### src/rtl/pmic_capture_if.sv
// Signal bundle between the PMod MIC capture front end and its surroundings:
// ADC SPI pins, sampling controls, and the sample write port toward the FIFO.
// o_wr is a one-cycle valid with no ready: the sink must take o_data in the
// cycle o_wr is high. o_data stays stable until the next o_wr.
interface pmic_capture_if #(
  parameter int BW = 12
);
  logic          i_en;
  logic [15:0]   i_rate;
  logic          o_csn;
  logic          o_sck;
  logic          i_miso;
  logic          o_wr;
  logic [BW-1:0] o_data;
  logic          o_busy;
  logic [1:0]    o_state;

  modport master (
    input  i_en,
    input  i_rate,
    input  i_miso,
    output o_csn,
    output o_sck,
    output o_wr,
    output o_data,
    output o_busy,
    output o_state
  );

  modport slave (
    output i_en,
    output i_rate,
    output i_miso,
    input  o_csn,
    input  o_sck,
    input  o_wr,
    input  o_data,
    input  o_busy,
    input  o_state
  );
endinterface

### src/rtl/pmic_capture.sv
// SPI capture front end for an ADCS7476-class 12-bit ADC: a rate timer starts
// periodic 16-bit frames and each completed frame emits one BW-bit sample.
module pmic_capture #(
  parameter int BW    = 12,
  parameter int CKDIV = 4
) (
  input logic            i_clk,
  input logic            i_rst,
  pmic_capture_if.master bus
);

  localparam int              MINRATE_I = 34 * CKDIV + 2;
  localparam logic [15:0]     MINRATE   = 16'(MINRATE_I);
  localparam int              HCW       = $clog2(CKDIV);
  localparam logic [HCW-1:0]  HC_LAST   = HCW'(CKDIV - 1);
  localparam logic [5:0]      HALF_LAST_SHIFT = 6'd31;
  localparam logic [5:0]      HALF_STOP = 6'd32;
  localparam logic [5:0]      HALF_WR   = 6'd33;

  typedef enum logic [1:0] {
    S_IDLE  = 2'd0,
    S_START = 2'd1,
    S_SHIFT = 2'd2,
    S_STOP  = 2'd3
  } state_t;

  // ---------------------------------------------------------------- timer
  logic [15:0] rate_clamped;
  logic [15:0] reload_val;
  logic [15:0] timer_q, timer_d;
  logic        start_w;

  always_comb begin
    rate_clamped = (bus.i_rate < MINRATE) ? MINRATE : bus.i_rate;
    reload_val   = rate_clamped - 16'd1;
    start_w      = bus.i_en && (timer_q == 16'd0);
    if (!bus.i_en || (timer_q == 16'd0)) begin
      timer_d = reload_val;
    end else begin
      timer_d = timer_q - 16'd1;
    end
  end

  always_ff @(posedge i_clk) begin
    if (i_rst) begin
      timer_q <= reload_val;
    end else begin
      timer_q <= timer_d;
    end
  end

  // ------------------------------------------------------------- frame FSM
  // A frame is 34 SCK half-periods: half 0 is START, halves 1..31 are SHIFT
  // (odd halves drive SCK low), half 32 is the STOP hold, and half 33 is the
  // single write cycle with CS already released.
  state_t         state_q, state_d;
  logic [HCW-1:0] hc_q, hc_d;
  logic [5:0]     half_q, half_d;
  logic           last_hc;

  always_comb begin
    state_d = state_q;
    hc_d    = hc_q;
    half_d  = half_q;
    last_hc = (hc_q == HC_LAST);
    case (state_q)
      S_IDLE: begin
        if (start_w) begin
          state_d = S_START;
          hc_d    = '0;
          half_d  = 6'd0;
        end
      end
      S_START: begin
        if (last_hc) begin
          state_d = S_SHIFT;
          hc_d    = '0;
          half_d  = 6'd1;
        end else begin
          hc_d = hc_q + HCW'(1);
        end
      end
      S_SHIFT: begin
        if (last_hc) begin
          hc_d   = '0;
          half_d = half_q + 6'd1;
          if (half_q == HALF_LAST_SHIFT) begin
            state_d = S_STOP;
          end
        end else begin
          hc_d = hc_q + HCW'(1);
        end
      end
      S_STOP: begin
        if (half_q == HALF_WR) begin
          state_d = S_IDLE;
          hc_d    = '0;
          half_d  = 6'd0;
        end else if (last_hc) begin
          hc_d   = '0;
          half_d = half_q + 6'd1;
        end else begin
          hc_d = hc_q + HCW'(1);
        end
      end
      default: begin
        state_d = S_IDLE;
        hc_d    = '0;
        half_d  = 6'd0;
      end
    endcase
  end

  // -------------------------------------------------------- output decode
  // Outputs are registered from the next-state values so the ADC pins come
  // straight off flops yet still change in the same cycle as the state.
  logic          csn_q, csn_d;
  logic          sck_q, sck_d;
  logic          busy_q, busy_d;
  logic          wr_q, wr_d;
  logic          frame_low_d;
  logic [BW-1:0] shift_q, shift_d;
  logic [BW-1:0] shift_in;
  logic [BW-1:0] data_q, data_d;

  // Only the last BW bits shifted in survive, which is exactly the low BW
  // bits of the 16-bit frame.
  if (BW > 1) begin : g_wide
    assign shift_in = {shift_q[BW-2:0], bus.i_miso};
  end else begin : g_narrow
    assign shift_in = bus.i_miso;
  end

  always_comb begin
    frame_low_d = (state_d == S_START) || (state_d == S_SHIFT) ||
                  ((state_d == S_STOP) && (half_d == HALF_STOP));
    csn_d  = !frame_low_d;
    busy_d = frame_low_d;
    sck_d  = !((state_d == S_SHIFT) && half_d[0]);
    wr_d   = (state_d == S_STOP) && (half_d == HALF_WR);

    shift_d = shift_q;
    if ((state_q == S_IDLE) && start_w) begin
      shift_d = '0;
    end else if (!sck_q && sck_d) begin
      shift_d = shift_in;
    end

    data_d = data_q;
    if (wr_d) begin
      data_d = shift_q;
    end
  end

  always_ff @(posedge i_clk) begin
    if (i_rst) begin
      state_q <= S_IDLE;
      hc_q    <= '0;
      half_q  <= 6'd0;
      csn_q   <= 1'b1;
      sck_q   <= 1'b1;
      busy_q  <= 1'b0;
      wr_q    <= 1'b0;
      shift_q <= '0;
      data_q  <= '0;
    end else begin
      state_q <= state_d;
      hc_q    <= hc_d;
      half_q  <= half_d;
      csn_q   <= csn_d;
      sck_q   <= sck_d;
      busy_q  <= busy_d;
      wr_q    <= wr_d;
      shift_q <= shift_d;
      data_q  <= data_d;
    end
  end

  assign bus.o_csn   = csn_q;
  assign bus.o_sck   = sck_q;
  assign bus.o_busy  = busy_q;
  assign bus.o_wr    = wr_q;
  assign bus.o_data  = data_q;
  assign bus.o_state = state_q;

endmodule

### src/flat_wrapper.sv
// flat-port wrapper written by rule: the top's interface ports become plain ports
module pmic_capture_flat 
#(
  parameter int BW    = 12,
  parameter int CKDIV = 4
)
  (i_clk, i_rst, bus_i_en, bus_i_rate, bus_i_miso, bus_o_csn, bus_o_sck, bus_o_wr, bus_o_data, bus_o_busy, bus_o_state);
  pmic_capture_if #(.BW(BW)) bus_i ();
  input logic i_clk;
  input logic i_rst;
  input wire logic [$bits(bus_i.i_en)-1:0] bus_i_en;
  input wire logic [$bits(bus_i.i_rate)-1:0] bus_i_rate;
  input wire logic [$bits(bus_i.i_miso)-1:0] bus_i_miso;
  output wire logic [$bits(bus_i.o_csn)-1:0] bus_o_csn;
  output wire logic [$bits(bus_i.o_sck)-1:0] bus_o_sck;
  output wire logic [$bits(bus_i.o_wr)-1:0] bus_o_wr;
  output wire logic [$bits(bus_i.o_data)-1:0] bus_o_data;
  output wire logic [$bits(bus_i.o_busy)-1:0] bus_o_busy;
  output wire logic [$bits(bus_i.o_state)-1:0] bus_o_state;
  assign bus_i.i_en = bus_i_en;
  assign bus_i.i_rate = bus_i_rate;
  assign bus_i.i_miso = bus_i_miso;
  assign bus_o_csn = bus_i.o_csn;
  assign bus_o_sck = bus_i.o_sck;
  assign bus_o_wr = bus_i.o_wr;
  assign bus_o_data = bus_i.o_data;
  assign bus_o_busy = bus_i.o_busy;
  assign bus_o_state = bus_i.o_state;
  pmic_capture #(.BW(BW), .CKDIV(CKDIV)) u_core (.i_clk(i_clk), .i_rst(i_rst), .bus(bus_i));
endmodule
### config.mk
export PLATFORM = sky130hd
export DESIGN_NAME = pmic_capture_flat
export DESIGN_NICKNAME = d
export VERILOG_FILES = /design/src/rtl/pmic_capture_if.sv /design/src/rtl/pmic_capture.sv /design/src/flat_wrapper.sv
export SDC_FILE = /design/constraint.sdc
export NUM_CORES = 1
export LEC_CHECK = 0
export BUFFER_PORTS_ARGS = -buffer_cell sky130_fd_sc_hd__buf_2
export CAP_MARGIN = 20
export CORE_ASPECT_RATIO = 1.5
export CORE_MARGIN = 4
export CORE_UTILIZATION = 58
export CTS_CLUSTER_SIZE = 28
export DETAILED_ROUTE_END_ITERATION = 7
export PLACE_DENSITY = 0.9
export SLEW_MARGIN = 20
export SYNTH_ARGS = -nofsm -noshare
export SYNTH_HDL_FRONTEND = slang
export SYNTH_SLANG_ARGS = --single-unit
### constraint.sdc
create_clock -name i_clk -period 3.28 [get_ports i_clk]
set_input_delay 0.328 -clock i_clk [delete_from_list [all_inputs] [get_ports i_clk]]
set_output_delay 0.328 -clock i_clk [all_outputs]
set_load 0.02 [all_outputs]
==> results.ini, run 1 <==
[finish]
most_common_library_cell_in_the_layout_ignoring_fill_and_taps = sky130_fd_sc_hd__dfxtp_1
final_cell_mix = sky130_fd_sc_hd__dfxtp_1 (54), sky130_fd_sc_hd__buf_2 (37), sky130_fd_sc_hd__nand2_1 (36)
drive_above_1_share_pct = 18.77
nFillCells = 439
antennaDiodeCount = 0
layoutNonFillerInstCount = 457
final_util_pct = 65.38
area_grow_syn2layout_pct = 8.496
fin_nets = 420

[synth]
synthesis.nets = 389
syn_avg_cell_area_sq_um = 8.786
synth_enable_flop_cells = 0
instance_count_of_the_mapped_netlist = 357
ys.flop_type = sky130_fd_sc_hd__dfxtp_1
top_cell_type_by_total_area_after_synthesis = sky130_fd_sc_hd__dfxtp_1
synth-seq-cells = 54
yosysSeqAreaShare_pct = 34.46
mapped_area_sq_mm = 0.003137
yosys_warnings = 0
yosysTopAreaCellShare_pct = 34.46
synthTopCellsByArea = sky130_fd_sc_hd__dfxtp_1 (34%), sky130_fd_sc_hd__ha_1 (4.8%), sky130_fd_sc_hd__mux2i_1 (4.5%)
library_cells_used_by_synthesis = 68
synthArstFlopShare_pct = 0

[sta]
finalClockSkew_ps = 18.35
timing_limited_maximum_frequency_mhz = 336.3
rsz0062_at_grt = no
pin_slew_with_the_least_headroom_to_its_limit_ps = 923.6
period_minus_slack_ps = 2973
timing_hold_violations_final = 0
timing.final.crit_share_pct = 90.65
fin_setup_tns_ps = 0
max-slew-margin-rel_pct = 38.42
number_of_pins_with_negative_max_slew_slack_in_the_final_report = 0
final-setup-viol-count = 0

[critical_path]
critical_path.max_fanout = 24
setup.worst_path.class = reg -> reg
crit_path_start_kind = flip-flop
rr_endpoint = u_core.bus.o_data[2]
worst_r2r_path_depth = 10
rrSetupSlack_ps = 310
worst_ep_required_time_ps = 3520
critical-path-top-delay-family = compound AO/OA/AOI/OAI gates
rr_startpoint = u_core.bus.o_state[1]
cell_at_the_slowest_stage_of_the_critical_path = sky130_fd_sc_hd__dfxtp_1
crit_path_cell_chain = inv_1, ha_1, a211oi_2, nor2_1, o21a_1, inv_1, ha_1, o311ai_4, or3_1, a21oi_1
crit_path_max_incr_delay_ps = 450
critPathArrivalTime_ps = 3210
setup.worst_path.end_class = flip-flop
critical_path_buf_inv_count = 2

[global_routing]
first_global_vias = 2487
grt_first_pass_wirelength_um = 10420
overall_global_routing_usage_pct = 19.80
grt-ovfl-total = 0
antenna_found_initial = 0
largest_net_degree_at_the_start_of_global_routing = 29

[drt]
route.vias.total = 2605
drcViolationCount = 0
wl_um = 6190
detail_route.iter0.violations = 203
route.antenna.remaining_nets = 0
met3_length_um = 323
detail_route.wirelength.met1_um = 2507
dr.max_layer_used = met4
dr_wl_met2_um = 3176
firstDrtPassIters = 4
detail_route.wl_per_cell_um = 13.54
vias_per_cell = 5.700

[clock_network]
ctsRootBufferMaster = sky130_fd_sc_hd__clkbuf_8
cts.hold.buffers_added = 0
cts_htree_levels = 2
post_cts.repair.setup_buffers = 0
cts-buffers-inserted = 5
tritoncts_clock_tree = yes
clk_path_buf_depth = 2
clk_pin_slew_worst_paths_ps = 110
post_cts.resized_instances = 0
clock_insertion_delay_worst_skew_ps = 330
clock_sink_count = 54

[hold_path]
worst_hold_startpoint = bus_i_miso
timing.hold.worst_endpoint = u_core.shift_q[0]
hold_depth = 3
hold_path_class = in -> reg

[die]
design.die.area_sq_mm = 0.006673
row_count = 32
core-area_sq_mm = 0.005205
die_h_um = 98.07
floorplan.initialDensity_pct = 60.26
die_x_um = 68.05
io_pins = 38

[placement]
place.detailed.instances = 449
placement.io_buffers = 37
place_hpwl_um = 4700
place.gp.congestion = 0.9315

[outcome]
outcome = complete, no violations

[power_and_ir_drop]
powerDensity_mw_per_mm2 = 351.7
vdd_ir_drop_max_v = 0.0002617
cellLeakagePower_nw = 1.201

[job]
maxCapViolCount = 0

[final cells by class]
cell class	instances	area [sq um]	area share, %
Multi-Input combinational cell	267	1864	54.78
Sequential cell	54	1081	31.76
Timing Repair Buffer	38	192.7	5.662
Tap cell	68	85.08	2.500
Inverter	22	82.58	2.426
Clock buffer	5	68.82	2.022
Clock inverter	3	28.78	0.8456
[worst reg2reg max path: cells and delay by family, from the launching register on]
family	cells	cell delay, ps
and+or+nand+nor	2	580
adders and majority gates	2	620
buffers and inverters	2	200
DFF	1	450
AOI/OAI and AO/OA	4	1040
[power breakdown]
part | internal (W) | switching, W | total, W
sequential | 0.000676 | 0.0000261 | 0.000702
clock | 0.000159 | 0.000237 | 0.000395
combinational | 0.0000460 | 0.0000538 | 0.0000998
total | 0.000880 | 0.000317 | 0.00120
[registers in the layout, indices dropped and copies added (netlist names), 2 cells and up]
signal              cells
u_core.timer_q         16
u_core.bus.o_data      12
u_core.shift_q         12
u_core.half_q           6
u_core.bus.o_state      2
u_core.hc_q             2
[kinds of logic (layout without fill, tap and decap cells)]
logic type	count (synthesis)	in the layout	synth area share, %
DFF	54	54	34.46
buffers and inverters	36	68	6.103
AOI/OAI and AO/OA	82	82	18.63
and+or+nand+nor	136	136	25.13
xor gates and xnor gates	23	23	6.422
muxes	14	14	4.467
adders and majority gates	12	12	4.786
[worst max path at each step]
stage	start	to	cells past startpoint
final	u_core.bus.o_state[1]	u_core.bus.o_data[2]	10
after detailed placement	u_core.bus.o_state[1]	u_core.bus.o_data[0]	10
after CTS	u_core.bus.o_state[1]	u_core.bus.o_data[2]	10
after floorplan	u_core.bus.o_state[1]	u_core.bus.o_csn	10
after global routing	u_core.bus.o_state[1]	u_core.bus.o_data[7]	10
after global placement	u_core.bus.o_state[0]	u_core.bus.o_csn	10
[stage by stage]
stage	worst slack, ps	power (W)	area [sq um]	hold slack [ps]
2_1_floorplan	640.7	0.0007815	3137	428.3
3_3_place_gp	551.0	0.0008113	3306	444.7
3_5_place_dp	391.8	0.0008162	3306	460.0
4_1_cts	348.4	0.001203	3403	248.4
5_1_grt	182.9	0.001250	3403	258.3
6_report	306.7	0.001197	3403	249.9
[cell usage after synthesis, types with 2 or more instances]
master / number
sky130_fd_sc_hd__a21o_1: 2
sky130_fd_sc_hd__mux2i_1: 14
sky130_fd_sc_hd__a211oi_1: 5
sky130_fd_sc_hd__nand4_1: 2
sky130_fd_sc_hd__a211oi_2: 2
sky130_fd_sc_hd__nor3_2: 3
sky130_fd_sc_hd__o31ai_1: 4
sky130_fd_sc_hd__nor2b_1: 3
sky130_fd_sc_hd__o21ai_1: 5
sky130_fd_sc_hd__nand3_1: 2
sky130_fd_sc_hd__clkbuf_1: 3
sky130_fd_sc_hd__nand2b_1: 2
sky130_fd_sc_hd__ha_1: 12
sky130_fd_sc_hd__nor4_2: 2
sky130_fd_sc_hd__or4_1: 2
sky130_fd_sc_hd__nor3_1: 15
sky130_fd_sc_hd__nor3b_1: 2
sky130_fd_sc_hd__dfxtp_1: 54
sky130_fd_sc_hd__buf_6: 4
sky130_fd_sc_hd__o221ai_2: 2
sky130_fd_sc_hd__xor2_1: 13
sky130_fd_sc_hd__or3_1: 18
sky130_fd_sc_hd__nand3b_1: 2
sky130_fd_sc_hd__or2_2: 2
sky130_fd_sc_hd__nor4_1: 3
sky130_fd_sc_hd__o21ai_0: 19
sky130_fd_sc_hd__inv_1: 22
sky130_fd_sc_hd__a21oi_1: 24
sky130_fd_sc_hd__and4_1: 2
sky130_fd_sc_hd__a311oi_1: 2
sky130_fd_sc_hd__a22oi_1: 4
sky130_fd_sc_hd__xnor2_1: 10
sky130_fd_sc_hd__nand2_1: 36
sky130_fd_sc_hd__nor2_1: 26
[metal layers]
metal  track usage [%]  vias to the layer above
met4             10.87                        0
met5                 0                        -
met3             4.143                       19
li1                  -                     1331
met2             34.55                       87
met1             21.21                     1168
Note: power is estimated with default switching activity, not from simulation.
==> run 2, diff against run 1 <==
--- a/config.mk
+++ b/config.mk
@@ -9,10 +9,10 @@
 export CAP_MARGIN = 20
 export CORE_ASPECT_RATIO = 1.5
 export CORE_MARGIN = 4
-export CORE_UTILIZATION = 58
+export CORE_UTILIZATION = 60
 export CTS_CLUSTER_SIZE = 28
 export DETAILED_ROUTE_END_ITERATION = 7
-export PLACE_DENSITY = 0.9
+export PLACE_DENSITY = 0.92
 export SLEW_MARGIN = 20
 export SYNTH_ARGS = -nofsm -noshare
 export SYNTH_HDL_FRONTEND = slang
==> constraint.sdc (replaced) <==
create_clock -name i_clk -period 3.5 [get_ports i_clk]
set_input_delay 0.35 -clock i_clk [delete_from_list [all_inputs] [get_ports i_clk]]
set_output_delay 0.35 -clock i_clk [all_outputs]
set_load 0.02 [all_outputs]
==> run 2 against run 1 <==
First-iteration DRC count is 25% lower; global-route usage is 1.4 points higher; setup slack better by 280 ps; critical endpoint is now u_core.bus.o_data[1]; combinational power is 5.5% lower; flip-flop and latch count stayed put; sequential power is 6.1% lower; count of clock-buffer cells in the layout stayed put; design area stayed put; worst hold slack better by 38 ps; register-to-register slack better by 280 ps.
==> results.ini, run 2 (same netlist as run 1, synthesis figures left out) <==
[drt]
dr.max_layer_used = met4
drcViolationCount = 0  ; unchanged
detail_route.iter0.violations = 153  ; -25%
met3_length_um = 269  ; -17%
route.vias.total = 2616  ; +0.42%
firstDrtPassIters = 4  ; unchanged
wl_um = 6311  ; +2.0%
dr_wl_met2_um = 3439  ; +8.3%
route.antenna.remaining_nets = 0  ; unchanged
detail_route.wirelength.met1_um = 2452  ; -2.2%
vias_per_cell = 5.724  ; +0.42%
detail_route.wl_per_cell_um = 13.81  ; +2.0%

[critical_path]
cp-endpoint = u_core.bus.o_data[1]
worst_r2r_path_depth = 10  ; unchanged
rr_startpoint = u_core.bus.o_state[1]
cell_at_the_slowest_stage_of_the_critical_path = sky130_fd_sc_hd__dfxtp_1
crit_cells = 10  ; unchanged
rrSetupSlack_ps = 580  ; +280 ps
setup.worst_path.end_class = flip-flop
worst_ep_required_time_ps = 3730  ; +210 ps
critical_path.max_fanout = 24  ; unchanged
crit_path_max_incr_delay_ps = 440  ; about the same
rr_endpoint = u_core.bus.o_data[1]
critical-path-top-delay-family = compound AO/OA/AOI/OAI gates
worstSetupStartpoint = u_core.bus.o_state[1]
crit_path_cell_chain = inv_1, ha_1, a211oi_2, nor2_1, o21a_1, inv_1, ha_1, o311ai_4, or3_1, a21oi_1
setup.worst_path.class = reg -> reg
critPathArrivalTime_ps = 3150  ; -60 ps
crit_path_start_kind = flip-flop
critical_path_buf_inv_count = 2  ; unchanged

[clock_network]
post_cts.resized_instances = 0  ; unchanged
clock_sink_count = 54  ; unchanged
cts_htree_levels = 2  ; unchanged
clk_path_buf_depth = 2  ; unchanged
clk_pin_slew_worst_paths_ps = 100  ; about the same
ctsRootBufferMaster = sky130_fd_sc_hd__clkbuf_8
cts.hold.buffers_added = 0  ; unchanged
tritoncts_clock_tree = yes
post_cts.repair.setup_buffers = 0  ; unchanged
cts-buffers-inserted = 5  ; unchanged
clock_insertion_delay_worst_skew_ps = 310  ; -20 ps

[sta]
timing.final.crit_share_pct = 83.36  ; -7.3 points
pin_slew_with_the_least_headroom_to_its_limit_ps = 919.5  ; -4.117 ps
rsz0062_at_grt = no
number_of_pins_with_negative_max_slew_slack_in_the_final_report = 0  ; unchanged
timing_limited_maximum_frequency_mhz = 342.8  ; +1.9%
final-setup-viol-count = 0  ; unchanged
timing_hold_violations_final = 0  ; unchanged
finalClockSkew_ps = 9.729  ; -8.621 ps
fin_setup_tns_ps = 0  ; unchanged
period_minus_slack_ps = 2917  ; -55.82 ps
max-slew-margin-rel_pct = 38.70  ; +0.27 points

[power_and_ir_drop]
powerDensity_mw_per_mm2 = 328.6  ; -6.6%
post-layout-total-power_w = 0.001118  ; -6.6%
vdd_ir_drop_max_v = 0.0002282  ; -13%
cellLeakagePower_nw = 1.201  ; unchanged

[global_routing]
first_global_vias = 2473  ; -0.56%
grt-ovfl-total = 0  ; unchanged
antenna_found_initial = 0  ; unchanged
grt_first_pass_wirelength_um = 10850  ; +4.2%
largest_net_degree_at_the_start_of_global_routing = 29  ; unchanged
overall_global_routing_usage_pct = 21.24  ; +1.4 points

[die]
row_count = 32  ; unchanged
design.die.area_sq_mm = 0.006473  ; -3.0%
die_x_um = 67.04  ; -1.5%
floorplan.initialDensity_pct = 61.21  ; +0.94 points
core-area_sq_mm = 0.005125  ; -1.5%
die_h_um = 96.56  ; -1.5%
io_pins = 38  ; unchanged

[outcome]
outcome = complete, no violations

[placement]
placement.io_buffers = 37  ; unchanged
place_hpwl_um = 4879  ; +3.8%
detailed_place.area_sq_mm = 0.003306  ; unchanged
place.gp.congestion = 0.8699  ; -6.6%

[hold_path]
hold_path_class = in -> reg

[job]
maxCapViolCount = 0  ; unchanged

[finish]
top_reg_by_flops = u_core.timer_q
drive_above_1_share_pct = 18.77  ; unchanged
most_common_library_cell_in_the_layout_ignoring_fill_and_taps = sky130_fd_sc_hd__dfxtp_1
largest_register_ffs = 16  ; unchanged
final_cell_mix = sky130_fd_sc_hd__dfxtp_1 (54), sky130_fd_sc_hd__buf_2 (37), sky130_fd_sc_hd__nand2_1 (36)
antennaDiodeCount = 0  ; unchanged
fin_area_sq_mm = 0.003403  ; unchanged
area_grow_syn2layout_pct = 8.496  ; unchanged
final_util_pct = 66.41  ; +1.0 points
fin_nets = 420  ; unchanged

[run 2: cell counts in the layout (fill, tap and decap cells not counted)]
Identical to the previous run, type by type.
[run 2: cell type report]
cell class | count | area, sq um
Multi-Input combinational cell | 267 | 1864
Tap cell | 68 | 85.08
Clock inverter | 3 | 28.78
Clock buffer | 5 | 68.82
Timing Repair Buffer | 38 | 192.7
Inverter | 22 | 82.58
Sequential cell | 54 | 1081
Fill cell | 438 | 1722
[run 2: worst min-delay path by stage]
stage,start,end,cells past startpoint
final,bus_i_rate[0],u_core.timer_q[0],2
after detailed placement,u_core.shift_q[11],u_core.shift_q[11],2
after global routing,bus_i_miso,u_core.shift_q[0],3
after floorplan,u_core.shift_q[11],u_core.shift_q[11],2
after CTS,bus_i_rate[0],u_core.timer_q[0],2
after global placement,u_core.shift_q[11],u_core.shift_q[11],2
[run 2: per-stage QoR]
step | hold slack, ps | setup slack (ps) | instances
after floorplan | 434.7 | 860.7 | 357
final | 288.1 | 582.5 | 457
after global routing | 277.0 | 408.2 | 457
after detailed placement | 457.1 | 634.1 | 449
after global placement | 447.4 | 767.1 | 449
after CTS | 279.9 | 593.4 | 457
[run 2: power by group]
part | internal (W) | total, W | switching, W
Sequential | 0.000633 | 0.000659 | 0.0000253
Clock | 0.000149 | 0.000365 | 0.000217
Combinational | 0.0000431 | 0.0000943 | 0.0000512
Total | 0.000825 | 0.00112 | 0.000293
[run 2: layer usage]
layer / vias up / GRT usage [%]
met5: - / 0
li1: 1335 / -
met2: 61 / 39.87
met3: 12 / 3.472
met4: 0 / 9.475
met1: 1208 / 22.65
